**src/rtl/regfile_mp.sv**
```systemverilog
// regfile_mp: parametrised multi-port integer register file with a dump engine.
//
// Purpose:
//   Holds NREGS registers of XLEN bits each. It has NREAD combinational read
//   ports and NWRITE write ports, which take effect on the rising clock edge.
//   Register 0 always reads zero. When BYPASS=1, a read of a register that is
//   being written in the same cycle returns the write data. A sequential dump
//   engine streams every register over a valid/ready port.
//
// Ports:
//   clk         rising-edge clock
//   rst_n       asynchronous active-low reset
//   read_id     NREAD x IDW read indices
//   read_data   NREAD x XLEN read data (combinational)
//   write_en    NWRITE per-port write enables
//   write_id    NWRITE x IDW write indices
//   write_data  NWRITE x XLEN write data
//   dump_start  request a full dump (sampled only while idle)
//   dump_valid  dump beat valid
//   dump_ready  consumer accepts the current beat
//   dump_idx    index of the current dump beat
//   dump_data   value of register dump_idx
//   dump_busy   dump engine active (SEND or DONE)
//   dump_done   one-cycle pulse after the last beat is accepted
module regfile_mp #(
   parameter int XLEN   = 32,
   parameter int NREGS  = 32,
   parameter int NREAD  = 2,
   parameter int NWRITE = 1,
   parameter int BYPASS = 1,
   localparam int IDW   = $clog2(NREGS)
) (
   input  logic                              clk,
   input  logic                              rst_n,
   input  logic [NREAD-1:0][IDW-1:0]         read_id,
   output logic [NREAD-1:0][XLEN-1:0]        read_data,
   input  logic [NWRITE-1:0]                 write_en,
   input  logic [NWRITE-1:0][IDW-1:0]        write_id,
   input  logic [NWRITE-1:0][XLEN-1:0]       write_data,
   input  logic                              dump_start,
   output logic                              dump_valid,
   input  logic                              dump_ready,
   output logic [IDW-1:0]                    dump_idx,
   output logic [XLEN-1:0]                   dump_data,
   output logic                              dump_busy,
   output logic                              dump_done
);

   typedef enum logic [1:0] {
      IDLE = 2'd0,
      SEND = 2'd1,
      DONE = 2'd2
   } dump_state_t;

   logic [XLEN-1:0] regs_reg  [NREGS];
   logic [XLEN-1:0] regs_next [NREGS];

   // Write ports are applied in ascending order, so the higher-numbered
   // port wins when two ports target the same register. Index 0 is never
   // written, which keeps register 0 at its reset value of zero.
   always_comb begin
      regs_next = regs_reg;
      for (int p = 0; p < NWRITE; p++) begin
         if (write_en[p] && (write_id[p] != '0)) begin
            regs_next[write_id[p]] = write_data[p];
         end
      end
   end

   always_ff @(posedge clk or negedge rst_n) begin
      if (!rst_n) begin
         for (int i = 0; i < NREGS; i++) begin
            regs_reg[i] <= '0;
         end
      end else begin
         for (int i = 0; i < NREGS; i++) begin
            regs_reg[i] <= regs_next[i];
         end
      end
   end

   // Read ports: the stored value, optionally overridden by a same-cycle
   // write to the same index (last port wins). Index 0 always returns zero.
   genvar gi;
   generate
      for (gi = 0; gi < NREAD; gi++) begin : g_read
         logic [XLEN-1:0] rd_value;

         always_comb begin
            rd_value = regs_reg[read_id[gi]];
            if (BYPASS != 0) begin
               for (int p = 0; p < NWRITE; p++) begin
                  if (write_en[p] && (write_id[p] == read_id[gi])) begin
                     rd_value = write_data[p];
                  end
               end
            end
            if (read_id[gi] == '0) begin
               rd_value = '0;
            end
         end

         assign read_data[gi] = rd_value;
      end
   endgenerate

   // Dump engine.
   dump_state_t    state_reg;
   logic [IDW-1:0] idx_reg;
   logic           valid_reg;
   logic           busy_reg;
   logic           done_reg;

   always_ff @(posedge clk or negedge rst_n) begin
      if (!rst_n) begin
         state_reg <= IDLE;
         idx_reg   <= '0;
         valid_reg <= 1'b0;
         busy_reg  <= 1'b0;
         done_reg  <= 1'b0;
      end else begin
         case (state_reg)
            IDLE: begin
               if (dump_start) begin
                  state_reg <= SEND;
                  idx_reg   <= '0;
                  valid_reg <= 1'b1;
                  busy_reg  <= 1'b1;
               end
            end
            SEND: begin
               if (dump_ready) begin
                  if (idx_reg == IDW'(NREGS - 1)) begin
                     state_reg <= DONE;
                     idx_reg   <= '0;
                     valid_reg <= 1'b0;
                     done_reg  <= 1'b1;
                  end else begin
                     idx_reg <= idx_reg + IDW'(1);
                  end
               end
            end
            DONE: begin
               state_reg <= IDLE;
               done_reg  <= 1'b0;
               busy_reg  <= 1'b0;
            end
            default: begin
               state_reg <= IDLE;
               idx_reg   <= '0;
               valid_reg <= 1'b0;
               busy_reg  <= 1'b0;
               done_reg  <= 1'b0;
            end
         endcase
      end
   end

   // Dump data reads the stored register directly (never bypassed), so a
   // write landing on a stalled beat's register shows up on the next cycle.
   // Register 0 is held at zero, so beat 0 is zero without special casing.
   assign dump_valid = valid_reg;
   assign dump_idx   = idx_reg;
   assign dump_data  = valid_reg ? regs_reg[idx_reg] : '0;
   assign dump_busy  = busy_reg;
   assign dump_done  = done_reg;

endmodule

```
**config.mk**
```make
export PLATFORM = sky130hd
export DESIGN_NAME = regfile_mp
export DESIGN_NICKNAME = d
export VERILOG_FILES = /design/src/rtl/regfile_mp.sv
export SDC_FILE = /design/constraint.sdc
export NUM_CORES = 2
export LEC_CHECK = 0
export BUFFER_PORTS_ARGS = -buffer_cell sky130_fd_sc_hd__buf_2
export CORE_UTILIZATION = 60
export CTS_CLUSTER_SIZE = 40
export DETAILED_ROUTE_END_ITERATION = 16
export GPL_TIMING_DRIVEN = 0
export MAX_ROUTING_LAYER = met4
export PLACE_DENSITY = 0.76
export SLEW_MARGIN = 25
export SYNTH_ARGS = -nofsm -noshare
export SYNTH_HDL_FRONTEND = slang
export SYNTH_SLANG_ARGS = --single-unit
```
**constraint.sdc**
```tcl
create_clock -name clk -period 7.4 [get_ports clk]
set_clock_uncertainty 0.15 [all_clocks]
set_input_delay 0.74 -clock clk [delete_from_list [all_inputs] [get_ports clk]]
set_output_delay 0.74 -clock clk [all_outputs]
set_load 0.05 [all_outputs]
```
==> flow_summary.ini <==
[setup_path]
slowest_delay_ns = 0.96
path_max_fanout = 10
critical_path_class = reg -> out
critPathArrivalTime_ns = 5.62
cp-end-kind = output pin
startpoint_type = flip-flop
cp_cell_sequence = clkbuf_1 > clkbuf_1 > buf_1 > mux4_2 > mux4_2 > a22o_1 > buf_2
cp_slowest_cell = buf_1
worstPathRequired_ns = 6.51

[clock_tree]
clk_pin_slew_ns = 0.07
cts_tree = yes
cts-root-buf = clkbuf_16
ctsHoldBuffers = 1
cts_sinks = 1034
cts_made_buffers = 114
htreeDepth = 3
postCtsResizedCells = 0
insertion_delay_ns = 0.76
post_cts_buffers = 0
cts_buffer_depth = 3

[logic_synthesis]
synthCells = 4260
syn_nets = 4314
yosys.area.top_type_share_pct = 40.76
ys_seq_elements = 1034
synth_cell_types = 59
yosysWarningCount = 0
synth-edff-count = 0
syn_area_per_cell_sq_um = 14.90
async_flop_share_pct = 100.0
ys_top_cells_by_area = dfrtp_1 (41%), mux4_2 (27%), mux2_2 (16%), mux2i_1 (3.3%), mux2_1 (1.7%)
yosysSeqAreaShare_pct = 40.76
synth_top_cell_by_area = dfrtp_1
netlist_area_sq_um = 63480
dominantRegCellSynth = dfrtp_1

[sta]
tns_ns = 0
period_share_pct = 87.91
worst_pin_slew_ns = 1.358
min_period_ns = 6.505
max-slew-margin-rel_pct = 9.143
rsz0062_at_grt = false
max_freq_mhz = 153.7
drv_slew = 0
finalHoldViolations = 0
finalWorstSetupSlack_ns = 0.8948
setup_violations = 0

[grt]
grt_max_degree = 131
grt_pass1_vias = 48959
overflow = 0
track_usage_pct = 62.74
grt_pass1_wl_um = 427600
grt_antenna_before_repair = 31

[die]
ios = 156
initial_core_util_pct = 60.90
fp-row-count = 118
die_y_um = 327.3
die-area_sq_um = 107100
coreArea_sq_um = 104200
die_width_um = 327.3

[finish]
drive_gt1_share_pct = 49.26
multi_input_area_sq_um = 35220
largest_reg_flops = 1024
nets = 4600
fillers = 7257
final_cell_mix = dfrtp_1 (1,034), mux2_2 (903), mux4_2 (749)
final_common_cell = dfrtp_1
regArea_sq_um = 25870
syn2layout_area_growth_pct = 11.50

[power_and_ir_drop]
p_sw_uw = 10130
p_per_area_nw_per_um2 = 351.4
p_leak_uw = 0.03000
p_seq_share_pct = 31.8
combPwrFrac_pct = 43.1
p_sw_share_pct = 40.74
power.internal_uw = 14740
ir_drop_mv = 0.3480
clkPwrFrac_pct = 25.1

[placement]
port_buffers = 144
place.gp.congestion = 1.155
dpl_worst_slack_ns = 1.443
hpwl_um = 232800

[flow_run]
cap_viol_max_count = 0

[route]
vias = 52126
drc = 0
wl_per_cell_um = 53.47
antenna_left = 0
drt_iter0_markers = 10712
vias_per_cell = 8.599
wl_um = 324100
dr.pass1.iters = 9

[run_status]
status = complete, no violations

[worst_hold_path]
hold_class = in -> reg
-- critical path, delay by kind of cell, from the launching register on --
family                 cells  cell delay [ns]
DFF                        1             0.38
buffers and inverters      4             3.00
AOI/OAI and AO/OA          1             0.37
muxes                      2             1.07
-- cell usage after synthesis (22+ instances only) --
cell and instances:
o22ai_1 67, buf_4 22, buf_6 34, mux4_2 749, o211ai_1 36, buf_1 67, clkbuf_1 271, mux2_2 903
a211oi_1 46, mux2_1 95, mux2i_1 209, a22oi_1 39, a31oi_1 32, a221oi_1 27, buf_2 110, nand2_1 79
nor2b_1 35, a22o_1 54, dfrtp_1 1034, a21oi_1 31, o21ai_1 26, nor2_1 57, o21ai_0 45
-- cell type report --
cell class              count  share of cell area [%]
multi-input cells        2710                   49.77
clock buffers             162                   4.799
diodes                     43                  0.1520
well taps                1380                   2.440
plain buffers             511                   3.620
repair buffers            170                   1.771
inverters                   5                 0.02652
flip-flops and latches   1034                   36.56
clock inverters            47                  0.8680
-- per-stage QoR --
stage	cell area [sq um]	hold WS (ns)	power [uW]	util, %	cells
final	70780	0.2192	24870	67.90	6062
after global routing	70740	0.2368	24870	67.87	6048
after CTS	70620	0.1789	23930	67.75	6017
after detailed placement	66600	0.3395	17820	63.89	5807
after global placement	65930	0.3246	17560	63.25	5784
after floorplan	63480	0.2944	14010	-	4260
-- path summary, 6_finish.rpt --
kind                                  end           start  slack [ns]  cells past startpoint
max                         dump_data[15]     dump_idx[1]        0.89                      7
min in group asynchronous    regs_reg[25]           rst_n        0.43                      2
min reg2reg                regs_reg[1004]  regs_reg[1004]        0.36                      1
min                          state_reg[0]      dump_start        0.22                      3
max reg2reg                   dump_idx[3]     dump_idx[1]        3.61                      7
max in group asynchronous   regs_reg[581]           rst_n        4.96                      4
-- power groups by stage --
stage / clock network [uW] / logic, uW / registers (uW)
floorplan: 0 / 6450 / 7560
global placement: 0 / 9780 / 7780
detailed placement: 0 / 9940 / 7880
CTS: 6140 / 10000 / 7790
global route: 6350 / 10500 / 7990
finish: 6250 / 10700 / 7900
-- per-layer routing --
| metal | vias to the layer above | GRT usage (%) | share of wire [%] |
|---|---|---|---|
| met2 | 5971 | 75.52 | 38 |
| met3 | 1667 | 46.08 | 21 |
| met4 | 0 | 43.43 | 9.6 |
| li1 | 17704 | - | - |
| met5 | - | - | 0 |
| met1 | 26784 | 70.78 | 32 |
-- kinds of logic (layout without fill, tap and decap cells) --
group | Yosys count | in the layout | share of synthesized area [%]
adder cells (fa/ha/maj) | 2 | 2 | 0.03941
buffers and inverters | 516 | 895 | 3.940
flip-flops | 1034 | 1034 | 40.76
multiplexers | 1956 | 1956 | 47.57
AND/OR/NAND/NOR | 267 | 267 | 2.123
other | 0 | 43 | 0
XOR/XNOR | 10 | 10 | 0.1380
AO/OA/AOI/OAI | 475 | 475 | 5.426
(Power assumes the default switching activity.)
